## config.mk

```make
export PLATFORM = sky130hd
export DESIGN_NAME = rgb2ycbcr_coef_ctrl
export DESIGN_NICKNAME = d
export VERILOG_FILES = /design/src/rtl/rgb2ycbcr_coef_ctrl.sv
export SDC_FILE = /design/constraint.sdc
export NUM_CORES = 1
export LEC_CHECK = 0
export ABC_AREA = 1
export BUFFER_PORTS_ARGS = -buffer_cell sky130_fd_sc_hd__buf_2
export CORE_ASPECT_RATIO = 1.4
export CORE_MARGIN = 5
export CORE_UTILIZATION = 58
export CTS_CLUSTER_DIAMETER = 100
export DETAILED_ROUTE_END_ITERATION = 12
export GPL_TIMING_DRIVEN = 1
export HOLD_SLACK_MARGIN = 0.06
export PLACE_DENSITY = 0.91
export RECOVER_POWER = 25
export SETUP_SLACK_MARGIN = 0.2
export SYNTH_ARGS = -nofsm -noshare
export SYNTH_HDL_FRONTEND = slang
export SYNTH_SLANG_ARGS = --single-unit
```

## constraint.sdc

```tcl
create_clock -name clk -period 2.65 [get_ports clk]
set_input_delay 0.3975 -clock clk [delete_from_list [all_inputs] [get_ports clk]]
set_output_delay 0.3975 -clock clk [all_outputs]
set_load 0.05 [all_outputs]
```

## src/rtl/rgb2ycbcr_coef_ctrl.sv

```systemverilog
// Coefficient sequencer for rgb_2_ycbcr: a shadow bank filled by host writes or a preset
// sequencer, copied atomically into the active bank on the next vsync rising edge.
module rgb2ycbcr_coef_ctrl #(
  parameter int PIXEL_WIDTH = 8,
  parameter int COEF_WIDTH  = 16
) (
  input  logic                         clk,
  input  logic                         rst_n,
  input  logic                         cfg_wr_i,
  input  logic [3:0]                   cfg_addr_i,
  input  logic signed [COEF_WIDTH-1:0] cfg_wdata_i,
  output logic                         cfg_ready_o,
  input  logic [1:0]                   preset_sel_i,
  input  logic                         preset_load_i,
  input  logic                         commit_i,
  input  logic                         vs_i,
  output logic signed [COEF_WIDTH-1:0] coef_a00_o,
  output logic signed [COEF_WIDTH-1:0] coef_a01_o,
  output logic signed [COEF_WIDTH-1:0] coef_a02_o,
  output logic signed [COEF_WIDTH-1:0] coef_a10_o,
  output logic signed [COEF_WIDTH-1:0] coef_a11_o,
  output logic signed [COEF_WIDTH-1:0] coef_a12_o,
  output logic signed [COEF_WIDTH-1:0] coef_a20_o,
  output logic signed [COEF_WIDTH-1:0] coef_a21_o,
  output logic signed [COEF_WIDTH-1:0] coef_a22_o,
  output logic signed [COEF_WIDTH-1:0] coef_c0_o,
  output logic signed [COEF_WIDTH-1:0] coef_c1_o,
  output logic signed [COEF_WIDTH-1:0] coef_c2_o,
  output logic                         pending_o,
  output logic                         applied_o,
  output logic                         err_o
);

  typedef enum logic [1:0] {IDLE, LOAD, ARMED} state_t;

  localparam int OFS = 1 << (PIXEL_WIDTH - 1);

  state_t                      state;
  logic [3:0]                  cnt;
  logic [1:0]                  sel_q;
  logic                        commit_q;
  logic                        vs_q;
  logic signed [COEF_WIDTH-1:0] shadow [12];
  logic signed [COEF_WIDTH-1:0] active [12];

  // Q.10 preset table; sel 3 is never loaded and falls back to BT.601.
  function automatic logic signed [COEF_WIDTH-1:0] preset_coef(input logic [1:0] sel,
                                                               input logic [3:0] idx);
    int  v;
    logic bt709;
    bt709 = (sel == 2'd1);
    v = 0;
    case (idx)
      4'd0:         v = bt709 ? 218  : 306;
      4'd1:         v = bt709 ? 732  : 601;
      4'd2:         v = bt709 ? 74   : 117;
      4'd3:         v = bt709 ? -117 : -173;
      4'd4:         v = bt709 ? -395 : -339;
      4'd5, 4'd6:   v = 512;
      4'd7:         v = bt709 ? -465 : -429;
      4'd8:         v = bt709 ? -47  : -83;
      4'd10, 4'd11: v = OFS;
      default:      v = 0;
    endcase
    if (sel == 2'd2)
      v = (idx == 4'd0 || idx == 4'd4 || idx == 4'd8) ? 1024 : 0;
    return COEF_WIDTH'(v);
  endfunction

  always_ff @(posedge clk or negedge rst_n) begin
    if (!rst_n) begin
      state       <= IDLE;
      cnt         <= 4'd0;
      sel_q       <= 2'd0;
      commit_q    <= 1'b0;
      vs_q        <= 1'b0;
      cfg_ready_o <= 1'b1;
      pending_o   <= 1'b0;
      applied_o   <= 1'b0;
      err_o       <= 1'b0;
      for (int i = 0; i < 12; i++) begin
        shadow[i] <= preset_coef(2'd0, 4'(i));
        active[i] <= preset_coef(2'd0, 4'(i));
      end
    end else begin
      vs_q      <= vs_i;
      applied_o <= 1'b0;
      err_o     <= 1'b0;
      case (state)
        IDLE: begin
          if (cfg_wr_i) begin
            if (cfg_addr_i < 4'd12) shadow[cfg_addr_i] <= cfg_wdata_i;
            else                    err_o              <= 1'b1;
          end
          if (preset_load_i && preset_sel_i != 2'd3) begin
            state       <= LOAD;
            cnt         <= 4'd0;
            sel_q       <= preset_sel_i;
            commit_q    <= commit_i;
            cfg_ready_o <= 1'b0;
            pending_o   <= 1'b1;
          end else begin
            if (preset_load_i) err_o <= 1'b1;
            // A vs edge coinciding with the commit is deliberately not used.
            if (commit_i) begin
              state       <= ARMED;
              cfg_ready_o <= 1'b0;
              pending_o   <= 1'b1;
            end
          end
        end
        LOAD: begin
          shadow[cnt] <= preset_coef(sel_q, cnt);
          if (preset_load_i) err_o    <= 1'b1;
          if (commit_i)      commit_q <= 1'b1;
          if (cnt == 4'd11) begin
            if (commit_q || commit_i) begin
              state <= ARMED;
            end else begin
              state       <= IDLE;
              cfg_ready_o <= 1'b1;
              pending_o   <= 1'b0;
            end
          end else begin
            cnt <= cnt + 4'd1;
          end
        end
        ARMED: begin
          if (preset_load_i) err_o <= 1'b1;
          if (vs_i && !vs_q) begin
            for (int i = 0; i < 12; i++) active[i] <= shadow[i];
            applied_o   <= 1'b1;
            commit_q    <= 1'b0;
            state       <= IDLE;
            cfg_ready_o <= 1'b1;
            pending_o   <= 1'b0;
          end
        end
        default: state <= IDLE;
      endcase
    end
  end

  assign coef_a00_o = active[0];
  assign coef_a01_o = active[1];
  assign coef_a02_o = active[2];
  assign coef_a10_o = active[3];
  assign coef_a11_o = active[4];
  assign coef_a12_o = active[5];
  assign coef_a20_o = active[6];
  assign coef_a21_o = active[7];
  assign coef_a22_o = active[8];
  assign coef_c0_o  = active[9];
  assign coef_c1_o  = active[10];
  assign coef_c2_o  = active[11];

endmodule

```

### After elaboration in Yosys (flattened, before gate mapping)

Cells that the tools add are included.
W data, S select, Z words.

| cells by class | value |
|---|---|
| add/sub/neg operators | 1 |
| $lt $le $gt $ge | 5 |
| equal/unequal tests | 24 |
| multiplexer cells | 51 |
| bitwise gates (word level) | 2 |
| reduce and logical (&&, ||, !) cells | 22 |

Operators by type and width:

| kind | count |
|---|---|
| $bwmux W192 | 2 |
| $mux W192 | 2 |
| $pmux W192 S2 | 1 |
| $pmux W16 S9 | 1 |
| $demux W16 S4 | 2 |
| $mux W16 | 4 |
| $mux W8 | 3 |
| $mux W1 | 18 |
| $ne A2 B2 Y1 const B | 9 |
| $eq A4 B3 Y1 const B | 4 |
| $mux W7 | 2 |
| $eq A4 B4 Y1 const B | 3 |
| $mux W11 | 1 |
| $ge A5 B5 Y1 const B | 2 |
| $lt A5 B1 Y1 const B | 2 |
| $mux W2 | 5 |
| $not A4 Y5 | 2 |
| $mux W9 | 1 |
| $pmux W1 S3 | 3 |
| $reduce_and A3 Y1 | 3 |
| $eq A4 B2 Y1 const B | 2 |
| $mux W4 | 2 |
| $pmux W4 S2 | 1 |
| $mux W6 | 1 |
| other kinds (19) | 29 |

| word-level totals | value |
|---|---|
| register bits | 398 |
| bits of input ports | 28 |
| output and inout port bits | 196 |
| word-level logic and storage cells | 138 |

### Longest topological paths before layout

Gate-level depths: netlist (run 1).

| depth | value |
|---|---|
| word-level depth | 9 |
| depth in mapped cells | 13 |
| depth with buffers taken out | 10 |

### Worst setup path before layout (run 1)

No wires, ideal clock.

| timing | value |
|---|---|
| kind | register -> register |
| start | register state[1] |
| end | register shadow[97] in the netlist's numbering |
| library setup time | 0.123 ns |
| data arrival time | 1.742 ns |
| data required time | 2.527 ns |
| slack | 0.785 ns |
| cell stages (with the launch flop) | 13 |
| path buffers | 3 |
| period minus slack after synthesis | 1.865 ns |
| path through | dfrtp_1 > inv_1 > ha_1 > buf_6 > inv_4 > nand2_4 > inv_2 > nor2_8 > buf_12 > nand2_8 > buf_6 > a21oi_1 > a21oi_2 |

| between the ends | value |
|---|---|
| cells in the longest elaborated chain, start to end | 3 |
| elaborated cells between the ends (all ways) | 7 |
| those cells by class | eq/ne (3); mux (1); reduce/logical (3) |

RTL lines:

| item | line | source |
|---|---|---|
| start: declaration | 38 | `state_t state;` |
| start signal: assignment | 72 | `state <= IDLE;` |
| start signal: assignment | 96 | `state <= LOAD;` |
| start signal: assignment | 106 | `state <= ARMED;` |
| $logic_not A2 Y1 or $eq A2 B1 Y1 (tied branches) | 89 | `case (state)` |
| $ne A2 B2 Y1 (no line) or $reduce_bool A2 Y1 (tied branches) | n/a |  |
| $reduce_and A3 Y1 (no line) | n/a |  |
| end signal: indexed assignment | 82 | `shadow[i] <= preset_coef(2'd0, 4'(i));` |
| end signal: indexed assignment | 92 | `if (cfg_addr_i < 4'd12) shadow[cfg_addr_i] <= cfg_wdata_i;` |
| end signal: indexed assignment | 113 | `shadow[cnt] <= preset_coef(sel_q, cnt);` |
| end: declaration | 43 | `logic signed [COEF_WIDTH-1:0] shadow [12];` |

Several ways; a longest one is shown, not always the timed one.
A chain may end at the register's enable or synchronous reset.

### Worst setup path in the final report (run 1)

| timing | value |
|---|---|
| start | register cnt[0] |
| end | register shadow[140] in the netlist's numbering |

| between the ends | value |
|---|---|
| cells in the longest elaborated chain, start to end | 7 |
| elaborated cells between the ends (all ways) | 24 |
| those cells by class | order compare (2); eq/ne (10); mux (7); bitwise (1); reduce/logical (4) |

RTL lines:

| item | line | source |
|---|---|---|
| start: declaration | 39 | `logic [3:0] cnt;` |
| start signal: assignment | 125 | `cnt <= cnt + 4'd1;` |
| $not A4 Y5 (implied by the code), or another cell as far along | 113 |  |
| $ge A5 B5 Y1 (implied by the code), or another cell as far along | 113 |  |
| $logic_and A1 B1 Y1 (implied by the code) or $pmux W16 S9 (tied branches) | 113, 53 |  |
| $mux W16 (on tied branches) | 113, 65 |  |
| $demux W16 S4 or $mux W16 (tied branches) | 113, 89 |  |
| $bwmux W192 (*) | 113 |  |
| $pmux W192 S2 (*) | 89 |  |

Mark *: on every way between the ends. The rest lies on a longest branch, timed or not. The select of a mux whose other input is x is not followed.

==> out/qor.yml, run 1 <==
p_seq_share_pct: 37.5
initial_core_util_pct: 58.8
power_switching_mw: 14.9
rsz0062_at_grt: "true"
fillers: 2200
crit_chain: "inv_1 > ha_1 > inv_2 > nor2_1 > nand2_1 > a21oi_4 > nand2_2 > a21oi_1"
core-area_um2: 30100
path_depth: 8
cp.required_ns: 3.11
endpoint_kind: "flip-flop"
top_register: "shadow"
drtIter0Drc: 1597
synth_edf_count: 0
synth_cell_types: 41
numCtsBuffers: 37
synth_area_leaders: "dfrtp_1, dfstp_2, nand2_1, a21oi_1, nor2_1"
power.total_mw: 30.8
status: "complete, no violations"
antenna_found_initial: 5
cts_tree: "built"
rows: 75
powerDensity_nw_per_um2: 1510
tightest_slew_ns: 1.33
synth_area_per_cell_um2: 8.68
setup-tns-final_ns: 0
root_buffer: "clkbuf_16"
grt_max_degree: 116
drive_gt1_share_pct: 23.3
post-route-min-period_ns: 2.33
swShare_pct: 48.3
p_leak_nw: 10.3
portBuffers: 223
cts_setup_buffers: 0
hold_viol_final: 0
grt_pass1_wl_um: 82700
cts_buffer_depth: 3
combPwrFrac_pct: 45.4
worstHoldPathType: "in2reg"
gp_congestion: 0.941
synthArstFlopShare_pct: 100
synth_warnings: 0
relSlewSlack_pct: 11.2
cts_max_level: 2
ant_nets: 0
die-area_um2: 34200
skew_ns: 0.0245
grtUsageTotal_pct: 30.4
yosysTopAreaCellShare_pct: 37.4
peakVddDrop_mv: 1.05
worst-path-buf-inv: 2
clock-sinks: 398
cap_violations: 0
synth_top_cell_by_area: "dfrtp_1"
ys_ff_latch: 398
io_pins: 224
intPower_mw: 15.9
path_clk_slew_ns: 0.07
arrival_ns: 2.80
die_x_um: 158
start_kind: "flip-flop"
mappedNetlistArea_um2: 17700
worstHoldPathCells: 3
fin_crit_sh_pct: 88.0
r2r_cells: 8
layout.nets: 2288
max_freq_mhz: 429
cpMaxStageDelayCell: "a21oi_4"
max_stage_delay_ns: 0.48
wire_per_inst_um: 19.7
cp_top_family: "compound AO/OA/AOI/OAI gates"
power_frac_clock_pct: 17.1
drc_errors: 0
synthToLayoutAreaGrowth_pct: 14.9
syn_inst: 2041
dp_hpwl_um: 35700
vias_per_cell: 5.90
overflow: 0
clk_latency_ns: 0.54
crit_fanout: 9
vias: 15700
drt_first_pass_iters: 6
grt_pass1_vias: 15700
largest_register_ffs: 192
yosysSeqAreaShare_pct: 57.1
critical_path_class: "reg2reg"
routed_wl_um: 52600
final_max_slew_viol_count: 0
synth_ff_type: "dfrtp_1"
setup_viol: 0
synth_nets: 2078
die_y_um: 217
==> final timing paths <==
path                                      start       endpoint  slack [ns]
worst min-delay path            preset_sel_i[1]       sel_q[1]        0.09
max in group asynchronous                 rst_n       commit_q        0.51
min in group asynchronous                 rst_n   coef_c1_o[9]        0.74
worst max register to register           cnt[0]    shadow[140]        0.32
worst max-delay path                     cnt[0]    shadow[140]        0.32
worst min register to register    coef_a10_o[0]  coef_a10_o[0]        0.46
==> cells in the mapped netlist, types with 3 or more instances <==
master,number
buf_1,7
a21oi_2,15
inv_2,10
nor2_2,5
nor3_1,4
nand2_8,9
buf_6,21
nor2_1,226
nor2_4,8
nand3_2,7
o21ai_2,4
clkbuf_1,49
nand3_1,87
inv_4,7
o21ai_0,54
nand2_1,655
ha_1,9
buf_4,5
clkinv_1,9
a21oi_1,318
nand2_2,13
inv_6,3
o21ai_1,13
inv_1,78
dfrtp_1,265
dfstp_2,133
buf_2,10
==> cell usage in the layout (no fill, tap or decap), drive strengths merged, types with 2 or more instances in the layout <==
cell type,count
clkinv,12
dfrtp,265
o21ai,72
nor3,4
nand2,679
ha,9
dlygate4sd3,2
nand3,95
inv,99
nor2,240
diode,3
a31oi,2
clkbuf,71
a21oi,335
dfstp,133
buf,253
o211ai,2
==> logic make-up (layout without fill, tap and decap cells) <==
group	after synthesis	in the layout	share of synthesized area [%]
fa+ha+maj	9	9	0.635
flops	398	398	57.1
other cells	0	3	0
buf+inv	200	438	5.58
compound gates	413	413	12.4
simple gates	1021	1021	24.2
==> layer usage <==
metal  vias to the layer above  global-route usage (%)  routed length [µm]
li1                       6979                       -                   -
met5                         -                       0                  22
met3                       272                    6.30                5080
met2                       941                    48.6               25000
met1                      7537                    37.3               18600
met4                         4                    19.3                3870
==> per-stage QoR <==
stage	util (%)	hold WS, ns	cells	area [µm²]	setup WS [ns]
2_1_floorplan	-	0.102	2041	17700	0.785
3_3_place_gp	63.8	0.450	2595	19200	0.508
3_5_place_dp	63.8	0.451	2595	19200	0.363
4_1_cts	67.7	0.0790	2664	20400	0.339
5_1_grt	67.6	0.0994	2666	20400	0.190
6_report	67.6	0.0895	2667	20400	0.317
==> final cells by class <==
cell class / count / area, µm² / share of cell area [%]
diodes: 3 / 7.51 / 0.0369
inverters: 107 / 442 / 2.17
clock buffers: 62 / 1110 / 5.46
well taps: 385 / 482 / 2.37
multi-input cells: 1443 / 6610 / 32.5
flip-flops and latches: 398 / 10100 / 49.7
clock inverters: 5 / 68.8 / 0.338
repair buffers: 264 / 1510 / 7.40
==> power groups by stage <==
| stage | combinational, mW | clock [mW] | sequential [mW] |
|---|---|---|---|
| 3_3_place_gp | 13.4 | 0 | 11.4 |
| 5_1_grt | 14.9 | 5.56 | 11.8 |
| 2_1_floorplan | 5.35 | 0 | 15.8 |
| 3_5_place_dp | 13.8 | 0 | 11.5 |
| 6_report | 14.0 | 5.25 | 11.5 |
| 4_1_cts | 13.9 | 5.29 | 11.5 |
==> tightest hold or removal path, cell delays in order <==
cell	delay [ns]
buf_2	0.09
nand2_1	0.04
o21ai_0	0.06
==> what timing repair did <==
item / 4_1_cts / 5_1_grt
hold buffers: 2 / 0
hold endpoints to repair: 42 / 0
endpoints found under the setup margin: 0 / 13
resized for setup: 0 / 2
(Power assumes the default switching activity.)
==> inputs of run 2 (changes only) <==
--- a/config.mk
+++ b/config.mk
@@ -10,10 +10,9 @@
 export CORE_ASPECT_RATIO = 1.4
 export CORE_MARGIN = 5
 export CORE_UTILIZATION = 58
-export CTS_CLUSTER_DIAMETER = 100
 export DETAILED_ROUTE_END_ITERATION = 12
 export GPL_TIMING_DRIVEN = 1
-export HOLD_SLACK_MARGIN = 0.06
+export HOLD_SLACK_MARGIN = 0.12
 export PLACE_DENSITY = 0.91
 export RECOVER_POWER = 25
 export SETUP_SLACK_MARGIN = 0.2
==> out/qor.yml, run 2 (synthesis results as in run 1) <==
peakVddDrop_mv: 1.05
top_register: "shadow"
drtIter0Drc: 1545
drt_first_pass_iters: 6
tightest_slew_ns: 1.32
antenna_found_initial: 4
swShare_pct: 48.3
max_freq_mhz: 424
worstHoldPathType: "in2reg"
cts_setup_buffers: 0
intPower_mw: 15.9
die-area_um2: 34200
start_kind: "flip-flop"
synthToLayoutAreaGrowth_pct: 15.0
setup_viol: 0
drive_gt1_share_pct: 23.3
numCtsBuffers: 37
grt_pass1_wl_um: 82700
final_common_cell: "nand2_1"
portBuffers: 223
routed_wl_um: 52600
crit_fanout: 9
vias: 15700
final_cell_mix: "nand2_1, a21oi_1, dfrtp_1, nor2_1, buf_2"
post-route-min-period_ns: 2.36
p_leak_nw: 10.3
worstHoldPathCells: 3
rsz0062_at_grt: "true"
reg2reg_setup_slack_ns: 0.29
largest_register_ffs: 192
final_util_pct: 67.6
core-area_um2: 30100
root_buffer: "clkbuf_16"
combPwrFrac_pct: 45.4
cts_tree: "built"
fin_crit_sh_pct: 88.9
initial_core_util_pct: 58.8
cts_buffer_depth: 3
vias_per_cell: 5.90
setup-tns-final_ns: 0
powerDensity_nw_per_um2: 1510
grt_max_degree: 116
ant_nets: 0
relSlewSlack_pct: 11.8
p_seq_share_pct: 37.5
hold_viol_final: 0
rows: 75
overflow: 0
status: "complete, no violations"
drc_errors: 0
power_frac_clock_pct: 17.1
skew_ns: 0.0232
layout.nets: 2290
grt_pass1_vias: 15800
gp_congestion: 0.941
endpoint_kind: "flip-flop"
io_pins: 224
die_x_um: 158
wire_per_inst_um: 19.7
final_max_slew_viol_count: 0
die_y_um: 217
clock-sinks: 398
path_clk_slew_ns: 0.07
power_switching_mw: 14.9
dp_hpwl_um: 35700
cap_violations: 0
arrival_ns: 2.82
cp.required_ns: 3.11
cts_max_level: 2
clk_latency_ns: 0.54
r2r_cells: 8
critical_path_class: "reg2reg"
grtUsageTotal_pct: 30.4
## run 2: power by group through the flow
stage | Combinational, mW | Clock, mW | Sequential, mW
after floorplan | 5.35 | 0 | 15.8
after global placement | 13.4 | 0 | 11.4
after detailed placement | 13.8 | 0 | 11.5
after CTS | 13.9 | 5.29 | 11.5
after global routing | 14.9 | 5.56 | 11.8
final | 14.0 | 5.26 | 11.5
## run 2: worst paths after layout
check,to,startpoint
min in group asynchronous,coef_c1_o[9],rst_n
max in group asynchronous,shadow[176],rst_n
max reg2reg,shadow[140],cnt[0]
max,shadow[140],cnt[0]
min reg2reg,coef_a10_o[0],coef_a10_o[0]
min,shadow[72],cfg_wdata_i[8]
## run 2: timing repair
item / in CTS / in global routing
setup endpoints to repair: 0 / 13
hold buffers: 4 / 0
endpoints found under the hold margin: 44 / 0
gates resized for setup: 0 / 2
## run 2: layout make-up
class | instances | area [µm²]
sequential | 398 | 10100
tap | 385 | 482
timing repair buffer | 266 | 1530
antenna | 3 | 7.51
fill | 2194 | 9750
clock buffer | 62 | 1110
inverter | 107 | 442
multi-input combinational | 1443 | 6610
clock inverter | 5 | 68.8
## run 2: stage by stage
step	cells	setup WS [ns]	hold WS [ns]	area, µm²	power, mW
after global routing	2668	0.190	0.185	20400	32.2
after detailed placement	2595	0.363	0.451	19200	25.3
after floorplan	2041	0.785	0.102	17700	21.2
final	2669	0.293	0.136	20400	30.8
after global placement	2595	0.508	0.450	19200	24.8
after CTS	2666	0.339	0.133	20400	30.7
## run 2: critical path, stage by stage, from the launching register on
cell and delay (ns):
dfrtp_1 0.42, inv_1 0.13, ha_1 0.33, inv_2 0.10, nor2_1 0.18, nand2_1 0.14, a21oi_4 0.49, nand2_2 0.25
a21oi_1 0.24
## run 2: metal layers
layer  global-route usage (%)  routed length [µm]
met1                     37.4               18600
met2                     48.6               25100
met3                     6.22                4850
met4                     19.4                4020
met5                        0                  22
